**src/rtl/fetch_unit.sv**
```systemverilog
// Instruction fetch stage: owns the PC, fetches over a req/rsp handshake and
// holds the returned word until the core consumes it.
//
// state | meaning
// IDLE  | one cycle after reset before the first request
// REQ   | imem_req high, imem_addr = pc, waiting for imem_ready
// WAIT  | request accepted, waiting for imem_rvalid
// VALID | instr/pc/next_pc presented, waiting for instr_ready
// FAULT | misaligned redirect target taken; only reset leaves
module fetch_unit #(
  parameter logic [31:0] RESET_PC = 32'h0000_0000
) (
  input  logic        clk,
  input  logic        rst_n,
  output logic        imem_req,
  output logic [31:0] imem_addr,
  input  logic        imem_ready,
  input  logic        imem_rvalid,
  input  logic [31:0] imem_rdata,
  output logic [31:0] instr,
  output logic [31:0] pc,
  output logic [31:0] next_pc,
  output logic        instr_valid,
  input  logic        instr_ready,
  input  logic        redirect,
  input  logic [31:0] redirect_pc,
  output logic        fetch_fault,
  output logic [31:0] retired_count
);

  typedef enum logic [2:0] {
    S_IDLE  = 3'd0,
    S_REQ   = 3'd1,
    S_WAIT  = 3'd2,
    S_VALID = 3'd3,
    S_FAULT = 3'd4
  } state_t;

  localparam logic [31:0] NOP = 32'h0000_0013;

  state_t      state_q, state_d;
  logic [31:0] pc_q;
  logic [31:0] instr_q;
  logic [31:0] retired_q;
  logic        consume;
  logic        misaligned;

  assign consume    = (state_q == S_VALID) && instr_ready;
  assign misaligned = redirect && (redirect_pc[1:0] != 2'b00);

  always_ff @(posedge clk or negedge rst_n) begin
    if (!rst_n) begin
      state_q <= S_IDLE;
    end else begin
      state_q <= state_d;
    end
  end

  always_comb begin
    state_d = state_q;
    case (state_q)
      S_IDLE:  state_d = S_REQ;
      S_REQ:   if (imem_ready) state_d = S_WAIT;
      S_WAIT:  if (imem_rvalid) state_d = S_VALID;
      S_VALID: if (consume) state_d = misaligned ? S_FAULT : S_REQ;
      S_FAULT: state_d = S_FAULT;
      default: state_d = S_IDLE;
    endcase
  end

  // Redirect is only meaningful on consume; otherwise pc is held.
  always_ff @(posedge clk or negedge rst_n) begin
    if (!rst_n) begin
      pc_q      <= RESET_PC;
      instr_q   <= NOP;
      retired_q <= 32'h0000_0000;
    end else begin
      if (consume) begin
        pc_q      <= redirect ? redirect_pc : pc_q + 32'd4;
        retired_q <= retired_q + 32'd1;
      end
      if ((state_q == S_WAIT) && imem_rvalid) begin
        instr_q <= imem_rdata;
      end
    end
  end

  always_comb begin
    imem_req    = (state_q == S_REQ);
    instr_valid = (state_q == S_VALID);
    fetch_fault = (state_q == S_FAULT);
  end

  assign imem_addr     = pc_q;
  assign pc            = pc_q;
  assign next_pc       = pc_q + 32'd4;
  assign instr         = instr_q;
  assign retired_count = retired_q;

endmodule
```
**config.mk**
```make
export PLATFORM = sky130hd
export DESIGN_NAME = fetch_unit
export DESIGN_NICKNAME = d
export VERILOG_FILES = /design/src/rtl/fetch_unit.sv
export SDC_FILE = /design/constraint.sdc
export NUM_CORES = 1
export LEC_CHECK = 0
export BUFFER_PORTS_ARGS = -buffer_cell sky130_fd_sc_hd__buf_2
export CAP_MARGIN = 20
export CORE_UTILIZATION = 44
export CTS_CLUSTER_SIZE = 14
export DETAILED_ROUTE_END_ITERATION = 6
export PLACE_DENSITY = 0.88
export SLEW_MARGIN = 40
export SYNTH_ARGS = -nofsm -noshare
export SYNTH_HDL_FRONTEND = slang
export SYNTH_SLANG_ARGS = --single-unit
```
**constraint.sdc**
```tcl
create_clock -name clk -period 1.88 [get_ports clk]
set_input_delay 0.094 -clock clk [delete_from_list [all_inputs] [get_ports clk]]
set_output_delay 0.094 -clock clk [all_outputs]
set_load 0.03 [all_outputs]
```
### After elaboration in Yosys (flattened, before gate mapping)

Cells that the tools add are included.

* multiplexer cells: 6
* magnitude comparators: 0
* bitwise logic cells: 0
* multiply operators: 0
* shift-type cells: 0
* reductions and logical operators: 6
* equal/unequal tests: 7
* div/mod/pow operators: 0
* add/subtract/negate cells: 2

Operators with widths (count)
* 32-bit by 1-bit adder with 32-bit output (second input constant): 1
* 32-bit by 3-bit adder with 32-bit output (second input constant): 1
* 32-bit two-way mux: 1
* 3-bit one-hot mux with 5 select lines: 1
* 3-bit two-way mux: 4
* 3-bit by 2-bit equality test with 1-bit output (second input constant): 2
* 2-bit by 1-bit != test with 1-bit output (second input constant): 2
* 3-bit by 1-bit equality test with 1-bit output (second input constant): 1
* 3-bit equality test (second input constant): 1
* 1-bit logical AND: 3
* 3-bit logical NOT: 1
* 3-bit AND reduction: 1
* 2-bit != test (second input constant): 1
* 2-bit nonzero test: 1

* word-level logic and storage cells: 25
* latch bits: 0
* bits of input ports: 70
* bits in registers: 99
* RAM bits: 0
* memories: 0
* output and inout port bits: 163
* ROM bits: 0

### Logic depth before layout (Yosys ltp)

* depth in word-level cells: 5
* mapped depth: 8
* gate-level depth less buffers: 5

### Worst setup path after synthesis

Ideal clock, no wire load.

* path kind: register -> output
* start point: register pc_q[15], in the netlist imem_addr[15]
* end point: output port next_pc[26]
* buffers on the path: 2
* data required time: 1.786 ns
* arrival time: 2.403 ns
* cell stages (with the launch flop): 7
* slack: -0.617 ns
* cell sequence: dfrtp_1 buf_2 nand4_2 or4_1 buf_2 or3_1 xnor2_1

* word-level cells in the longest chain between the ends: 1

RTL lines
* from (decl): RTL line 42 `logic [31:0] pc_q;`
* from (signal assigned): RTL line 79 `pc_q <= redirect ? redirect_pc : pc_q + 32'd4;`
* 32-bit by 3-bit adder with 32-bit output: RTL line 96 `assign next_pc = pc_q + 32'd4;`
* to (decl): RTL line 22 `output logic [31:0] next_pc,`

No other way between the ends.

### Final worst setup path

* start point: register pc_q[10], in the netlist imem_addr[10]
* end point: output port next_pc[26]

The elaborated chain is that of the path after synthesis.

==> results.yml <==
outcome:
  status: "finished with violations"
  violations: "negative setup slack"
global_route:
  grt_first_pass_wirelength_um: 29100
  antenna_found_initial: 1
  grt_util_all_layers_pct: 28.4
  grt_pass1_vias: 5806
  grt-ovfl-total: 0
  grt_max_degree: 43
floorplan:
  rows: 41
  initial_core_util_pct: 45.3
  die_area_mm2: 0.0135
  die_y_um: 116
  die_w_um: 116
  coreArea_mm2: 0.0126
  ios: 233
placed_design:
  routabilityCongestion: 0.856
  io_buffers: 232
  dp_hpwl_um: 13000
  place_area_mm2: 0.00771
finish:
  final.fill_count: 834
  area_delta_synth_final_pct: 62.8
  seq_area_mm2: 0.00251
  fin_area_mm2: 0.00931
  drive_above_1_share_pct: 54.9
  final_net_count: 988
  multi_input_area_mm2: 0.00345
  postLayoutCoreUtil_pct: 73.8
critical_path:
  critPathMaxStageDelay_ns: 0.53
  cp_data_required_time_ns: 1.79
  cp_cell_sequence: "nand4_1 > or4_4 > or3_4 > xnor2_4 > buf_6"
  cp_max_fo: 4
  crit_arrival_ns: 2.18
  critical-path-top-delay-family: "simple AND/OR/NAND/NOR gates"
  worstReg2RegStart: "imem_addr[3]"
  r2r-end: "imem_addr[19]"
  cp.buffers_inverters: 1
  criticalPathCategory: "flip-flop to output port"
  crit_slowest_cell: "or4_4"
  critPathLaunchType: "flip-flop"
  rrSetupSlack_ns: -0.05
  reg2reg_depth: 7
  end_kind: "output port"
routing:
  finalWirelength_um: 20900
  ant_nets: 0
  drt-initial-drc-count: 575
  vias: 6169
  routed_via_density: 5.64
  drt_pass1_iterations: 5
  drc: 0
  wire_per_inst_um: 19.1
power_and_ir_drop:
  pwr-share-comb_pct: 58.3
  internal_power_uw: 6500
  irDropWorstVdd_mv: 0.612
  switching_share_pct: 47.9
  pwr-share-seq_pct: 26.9
  p_leak_uw: 0.00458
  power_density_mw_per_mm2: 1340
  power_frac_clock_pct: 14.7
  p_total_uw: 12500
  switching_power_uw: 5980
timing:
  max_freq_mhz: 440
  worst_slack_ns: -0.394
  finalSetupTns_ns: -4.08
  fin_hold_ws_ns: 0.0155
  setup_violations: 24
  slew_headroom_pct: 67.7
  min_period_ns: 2.27
  min_period_over_period_pct: 121
  worst_slew_pin_slew_ns: 0.481
  skew_ns: 0.0110
  finalHoldViolations: 0
  drv_slew: 0
  rsz0062_at_grt: "true"
clock_tree:
  cts_root_buf: "clkbuf_16"
  cts.sinks: 99
  worstSkewPairLatency_ns: 0.35
  numCtsBuffers: 9
  cts_tree: "built"
  clkSlewWorstSetupHoldPaths_ns: 0.08
  clk_path_buf_depth: 2
  ctsHtreeMaxLevel: 3
logic_synthesis:
  ys_seq_elements: 99
  seq_area_frac_synth_pct: 43.4
  ys_types: 50
  syn_area_mm2: 0.00572
  syn_inst: 590
  synth_warnings: 0
  synth_nets: 662
  synth-edff-count: 0
  synth_ff_type: "dfrtp_1"
  ys_async_sr_fraction_pct: 100
  syn_area_per_cell_um2: 9.69
run:
  maxCapViolations: 0
worst_hold_path:
  worstHoldStart: "redirect_pc[20]"
  hold_depth: 3
  min_to: "imem_addr[20]"
  hold_path.class: "input pin to flip-flop"
[Yosys cell counts, drive strengths merged, types with 7 or more instances]
cell type	n	area share, %
nand4	23	2.7
o22ai	20	2.2
nand3	38	3.3
mux2i	13	2.3
inv	7	0.46
nor2	19	1.2
a21oi	17	1.5
xnor2	32	5.0
dfrtp	96	42
mux2	32	6.3
buf	59	6.6
nor4	16	1.9
and2	7	0.77
and3	13	1.4
nor3	32	2.8
nand2	50	3.3
and4	16	2.5
xor2	27	4.1
clkbuf	21	1.4
[registers in the layout (all words and copies together) (netlist names)]
register	count
state_q	3
retired_count	32
instr	32
imem_addr	32
[what timing repair did]
| item | in CTS | in global routing |
|---|---|---|
| resized for setup | 90 | 43 |
| hold endpoints to repair | 131 | 1 |
| pin swaps | 26 | 34 |
| buffers inserted | 23 | 28 |
| hold buffers | 36 | 1 |
| cloned | 1 | 0 |
| endpoints found under the setup margin | 23 | 32 |
[cells in the final DEF, fill, tap and decap left out, drive strengths merged, types with 23 or more instances in the layout]
master,Yosys,final
nand4,23,23
dlygate4sd3,0,37
buf,59,358
nand3,38,38
xor2,27,27
dfrtp,96,96
mux2,32,32
xnor2,32,32
nand2,50,50
nor3,32,32
[through the flow]
step                      instances  setup slack [ns]
after global routing           1093            -0.409
after floorplan                 590            -0.290
after global placement          993            -0.102
final                          1094            -0.394
after detailed placement        993            -0.118
after CTS                      1069            -0.348
[tightest hold or removal path, delay by kind of cell]
family	cells	cell delay [ns]
buffers and inverters	1	0.10
AOI/OAI and AO/OA	1	0.08
and+or+nand+nor	1	0.07
[power by group through the flow]
stage / clock network, uW / registers, uW / logic [uW]
finish: 1840 / 3360 / 7280
global route: 1950 / 3420 / 7690
CTS: 1870 / 3310 / 6910
detailed placement: 0 / 3310 / 6550
global placement: 0 / 3240 / 6450
floorplan: 0 / 4650 / 3480
[layout make-up]
type / count / area share, %
Tap cell: 172 / 2.31
Timing Repair Buffer: 395 / 30.1
Antenna cell: 1 / 0.0269
Inverter: 7 / 0.282
Multi-Input combinational cell: 404 / 37.1
Clock buffer: 11 / 2.72
Clock inverter: 5 / 0.444
Sequential cell: 99 / 27.0
[logic make-up after synthesis]
family / Yosys count / synth area share [%]
and+or+nand+nor: 235 / 22.8
DFF: 99 / 43.4
buffers and inverters: 87 / 8.45
AOI/OAI and AO/OA: 63 / 7.11
xor gates and xnor gates: 59 / 9.17
muxes: 45 / 8.58
adders and majority gates: 2 / 0.438
[metal layers]
metal | global-route usage (%) | share of wire, % | up-vias
li1 | - | - | 2744
met1 | 33.2 | 37 | 3003
met4 | 12.3 | 4.2 | 0
met2 | 50.4 | 52 | 339
met5 | 0 | 0 | -
met3 | 5.54 | 6.5 | 83
[worst max path at each step]
stage               cells after the start  slack, ns          end           from
global placement                        5      -0.10  next_pc[26]  imem_addr[16]
detailed placement                      5      -0.12  next_pc[26]  imem_addr[15]
floorplan                               6      -0.29  next_pc[26]  imem_addr[10]
global route                            5      -0.41  next_pc[26]  imem_addr[10]
CTS                                     5      -0.35  next_pc[26]  imem_addr[16]
finish                                  5      -0.39  next_pc[26]  imem_addr[10]
(Power assumes the default switching activity.)
